$ cat src/rtl/fetch_pkg.sv
// Shared definitions for the fetch stage: the FSM state encoding and default
// geometry constants (also used by the instruction ROM and the top level).
package fetch_pkg;

  localparam int PC_W_DEF       = 10;
  localparam int LUT_IDX_W_DEF  = 4;
  localparam int START_ADDR_DEF = 0;

  typedef enum logic [1:0] {
    IDLE = 2'd0,
    LOAD = 2'd1,
    RUN  = 2'd2,
    HALT = 2'd3
  } fetch_state_t;

endpackage

$ cat src/rtl/branch_lut.sv
// Branch-target lookup table: one synchronous write port, one combinational
// read port, synchronous active-low clear of every entry.
module branch_lut #(
  parameter int IDX_W  = 4,
  parameter int DATA_W = 10
) (
  input  logic              i_clk,
  input  logic              i_rst_n,
  input  logic              i_we,
  input  logic [IDX_W-1:0]  i_waddr,
  input  logic [DATA_W-1:0] i_wdata,
  input  logic [IDX_W-1:0]  i_raddr,
  output logic [DATA_W-1:0] o_rdata
);

  localparam int DEPTH = 1 << IDX_W;

  logic [DATA_W-1:0] r_mem [DEPTH];

  always_ff @(posedge i_clk) begin
    if (!i_rst_n) begin
      for (int i = 0; i < DEPTH; i++) begin
        r_mem[i] <= '0;
      end
    end else if (i_we) begin
      r_mem[i_waddr] <= i_wdata;
    end
  end

  // Combinational read: a same-edge write is not visible until after the edge.
  assign o_rdata = r_mem[i_raddr];

endmodule

$ cat src/rtl/prog_ctr_fetch.sv
// Program counter and fetch control: IDLE/LOAD/RUN/HALT run handshake,
// PC-relative and table-driven branch resolution, halt handling.
module prog_ctr_fetch
  import fetch_pkg::*;
#(
  parameter int PC_W       = PC_W_DEF,
  parameter int LUT_IDX_W  = LUT_IDX_W_DEF,
  parameter int START_ADDR = START_ADDR_DEF
) (
  input  logic                 Clk,
  input  logic                 Reset,
  input  logic                 Start,
  input  logic                 halt_req,
  input  logic                 doBranch,
  input  logic                 br_lookup,
  input  logic [7:0]           br_offset,
  input  logic [LUT_IDX_W-1:0] lut_idx,
  input  logic                 lut_we,
  input  logic [LUT_IDX_W-1:0] lut_waddr,
  input  logic [PC_W-1:0]      lut_wdata,
  output logic [PC_W-1:0]      prog_ctr,
  output logic                 fetch_valid,
  output logic                 Done
);

  localparam logic [PC_W-1:0] START_PC = PC_W'(START_ADDR);

  fetch_state_t    r_state;
  fetch_state_t    w_state_next;
  logic [PC_W-1:0] r_pc;
  logic [PC_W-1:0] w_pc_next;
  logic [PC_W-1:0] w_lut_target;
  logic [PC_W-1:0] w_rel_target;

  branch_lut #(
    .IDX_W  (LUT_IDX_W),
    .DATA_W (PC_W)
  ) u_branch_lut (
    .i_clk   (Clk),
    .i_rst_n (Reset),
    .i_we    (lut_we),
    .i_waddr (lut_waddr),
    .i_wdata (lut_wdata),
    .i_raddr (lut_idx),
    .o_rdata (w_lut_target)
  );

  // Offset is sign-extended to PC width; the add wraps modulo 2^PC_W.
  assign w_rel_target = r_pc + {{(PC_W-8){br_offset[7]}}, br_offset};

  always_ff @(posedge Clk) begin
    if (!Reset) begin
      r_state <= IDLE;
      r_pc    <= START_PC;
    end else begin
      r_state <= w_state_next;
      r_pc    <= w_pc_next;
    end
  end

  always_comb begin
    w_state_next = r_state;
    w_pc_next    = r_pc;
    case (r_state)
      IDLE: begin
        if (Start) begin
          w_state_next = LOAD;
          w_pc_next    = START_PC;
        end
      end
      LOAD: begin
        w_pc_next = START_PC;
        if (!Start) w_state_next = RUN;
      end
      RUN: begin
        // Halt outranks any branch in the same slot.
        if (halt_req)                   w_state_next = HALT;
        else if (doBranch && br_lookup) w_pc_next    = w_lut_target;
        else if (doBranch)              w_pc_next    = w_rel_target;
        else                            w_pc_next    = r_pc + 1'b1;
      end
      HALT: begin
        if (Start) begin
          w_state_next = LOAD;
          w_pc_next    = START_PC;
        end
      end
      default: begin
        w_state_next = IDLE;
        w_pc_next    = START_PC;
      end
    endcase
  end

  always_comb begin
    prog_ctr    = r_pc;
    fetch_valid = (r_state == RUN);
    Done        = (r_state == HALT);
  end

endmodule
$ cat config.mk
export PLATFORM = sky130hd
export DESIGN_NAME = prog_ctr_fetch
export DESIGN_NICKNAME = d
export VERILOG_FILES = /design/src/rtl/fetch_pkg.sv /design/src/rtl/branch_lut.sv /design/src/rtl/prog_ctr_fetch.sv
export SDC_FILE = /design/constraint.sdc
export NUM_CORES = 1
export LEC_CHECK = 0
export ABC_AREA = 1
export CORE_UTILIZATION = 55
export CTS_CLUSTER_SIZE = 12
export DETAILED_ROUTE_END_ITERATION = 8
export GPL_ROUTABILITY_DRIVEN = 0
export GPL_TIMING_DRIVEN = 1
export PLACE_DENSITY = 0.74
export REMOVE_ABC_BUFFERS = 1
export SETUP_SLACK_MARGIN = 0.02
export SYNTH_ARGS = -nofsm -noshare
export SYNTH_HDL_FRONTEND = slang
export SYNTH_HIERARCHICAL = 1
export SYNTH_SLANG_ARGS = --single-unit
$ cat constraint.sdc
create_clock -name Clk -period 2.2 [get_ports Clk]
set_input_delay 0.33 -clock Clk [delete_from_list [all_inputs] [get_ports Clk]]
set_output_delay 0.33 -clock Clk [all_outputs]
set_load 0.1 [all_outputs]
==> results.ini <==
[clocking]
post_cts.repair.setup_buffers = 0
clk_latency_ns = 0.44
clkTransAtPathRegs_ns = 0.07
cts-resized-gates = 0
cts_tree = done
ctsRootBufferMaster = clkbuf_16
cts.htree.levels = 4
ctsHoldBuffers = 0
clock_path_buffers = 2
cts_buffers = 17
clock-sinks = 172

[worst_hold_path]
hold-path-endpoint = prog_ctr[0]$_SDFFE_PN0P_
hold_start = prog_ctr[0]$_SDFFE_PN0P_
min_path_cells = 2
hold_path_class = reg2reg

[die]
core_region_area_sq_um = 15940
ioPinCount = 45
die_x_microns = 130.1
start_util = 0.5659
die_h_microns = 130.1
rows = 46
dieArea_sq_um = 16920

[pwr]
p_leak_uw = 0.004907
p_total_uw = 8003
peakVddDrop_uv = 557.6
p_per_area_nw_per_um2 = 762.0

[logic_synthesis]
synth_top_cells_by_area = edfxtp_1 53%, nand2_1 12%, nor2_1 7.5%
synth.ff_latch_count = 172
yosys_warnings = 6
synth_cell_types = 32
synth_top_area_share = 0.5325
yosys.area.top_type = edfxtp_1
synth_area_sq_um = 9022
ys_seq_area_frac = 0.5591
synth_cells = 1074
synth.avg_cell_area_sq_um = 8.401

[sta]
slew_headroom = 0.6865
slew_viol_final = 0
post-route-period-util = 0.8049
tightestPinTransition_ns = 0.4691
rsz0062_at_grt = false
fmax_mhz = 564.7
tns_ns = 0
finalSetupViolations = 0
setup_slack_ns = 0.4293
period_minus_slack_ns = 1.771
finalHoldViolCount = 0
skew_ns = 0.01084

[setup_path]
cp-end-kind = flop
r2r_end = prog_ctr[8]$_SDFFE_PN0P_
reg2reg_depth = 10
worstPathRequired_ns = 2.52
worst_r2r_startpoint = prog_ctr[0]$_SDFFE_PN0P_
cp_max_fo = 3
arrival_ns = 2.09
startpoint_type = primary input
timing.reg2reg.setup_slack_ns = 0.51
critPathKind = in2reg

[route]
wirelength_mm = 22.55
drt_iter0_drc = 884
wl_per_cell_microns = 16.53
vias = 7161
drtAntennaViolNets = 0
drc_errors = 0
dr.pass1.iters = 6
viasPerCell = 5.250

[placed_design]
port_buffers = 44
dp_slack_ns = -0.01988
dp.cells = 1332
dp_hpwl_mm = 14.49

[finish]
fin_nets = 1181
final_cells = 1364
syn_to_final_growth_pct = 16.42
fillerInstances = 1291
drive_above_1_share = 0.1115
antenna_cells = 0

[grt]
grt_max_degree = 64
grt-ovfl-total = 0
grt_pass1_wl_mm = 35.07
antenna_found_initial = 0
grt_usage = 0.2860
grt_pass1_vias = 6740

[outcome]
status = finished, final reports clean

[flow_run]
drv_cap = 0

-- how the worst max path moves through the flow --
stage                              from  cells past startpoint  slack [ns]                       end
3_3_place_gp                   doBranch                     12      -0.002  prog_ctr[8]$_SDFFE_PN0P_
6_report                       doBranch                     12        0.43  prog_ctr[8]$_SDFFE_PN0P_
2_1_floorplan  prog_ctr[0]$_SDFFE_PN0P_                      9        0.07  prog_ctr[8]$_SDFFE_PN0P_
4_1_cts                        doBranch                     12        0.44  prog_ctr[8]$_SDFFE_PN0P_
5_1_grt                        doBranch                     15        0.30  prog_ctr[9]$_SDFFE_PN0P_
3_5_place_dp                   doBranch                     12       -0.02  prog_ctr[8]$_SDFFE_PN0P_
-- through the flow --
step / hold slack, ns / instance area, sq um / util
2_1_floorplan: 0.4671 / 8648 / -
3_3_place_gp: 0.4812 / 9930 / 0.6228
3_5_place_dp: 0.4857 / 9930 / 0.6228
4_1_cts: 0.4961 / 10500 / 0.6588
5_1_grt: 0.5249 / 10500 / 0.6588
6_report: 0.4926 / 10500 / 0.6588
-- kinds of logic (layout without fill, tap and decap cells) --
family	after synthesis	after routing	share of synthesized area
fa+ha+maj	13	13	0.01886
xor+xnor	4	4	0.003884
buf+inv	228	302	0.1109
simple gates	631	631	0.2914
compound gates	26	26	0.01581
flops	172	172	0.5591
-- cells in the mapped netlist, drive strengths merged --
cell,instances
a21o,1
a21oi,17
buf,42
clkbuf,19
clkinv,2
dfxtp,12
edfxtp,160
fa,1
ha,12
inv,165
nand2,296
nand3,135
nand4,3
nor2,192
nor3,4
o21a,1
o21ai,7
or2,1
xnor2,1
xor2,3
-- area by class of cell --
class	count	area [sq um]	share of cell area
clock buffer	17	425.4	0.04050
sequential	172	5045	0.4803
timing repair buffer	103	1011	0.09625
inverter	167	626.9	0.05968
tap	216	270.3	0.02573
multi-input combinational	674	2977	0.2834
clock inverter	15	148.9	0.01418
-- routing by layer --
layer	vias to the layer above	routed length (microns)	track usage
met2	312	10510	0.4553
met1	3312	9340	0.3748
met5	-	0	0
met3	51	1957	0.06355
met4	0	739	0.1320
li1	3486	-	-
-- report_power, final --
part	internal [uW]	total [uW]	leakage, uW	switching, uW
Combinational	379	1210	0.00301	832
Clock	1670	2950	0.000274	1280
Sequential	3770	3840	0.00162	73.4
Total	5810	8000	0.00491	2190
-- sequential cells by signal, indices dropped and copies added (netlist names) --
register	flops
prog_ctr	10
r_state	2
u_branch_lut/r_mem	160
-- worst max-delay path: stages --
cell	delay, ns
clkdlybuf4s50_1	0.48
nand2_1	0.06
ha_1	0.21
fa_1	0.44
nand3_1	0.10
nand2_1	0.08
nand2_1	0.10
nand2_1	0.06
nand2_1	0.05
nand3_1	0.06
nand2_1	0.07
a21oi_1	0.05
-- cell usage in the layout (no fill, tap or decap), drive strengths merged, types with 7 or more instances in the layout --
master	n
clkdlybuf4s50	31
buf	72
nand3	135
clkinv	10
inv	167
nor2	192
clkbuf	17
dfxtp	12
a21oi	17
o21ai	7
edfxtp	160
ha	12
nand2	296
Note: power is estimated with default switching activity, not from simulation.
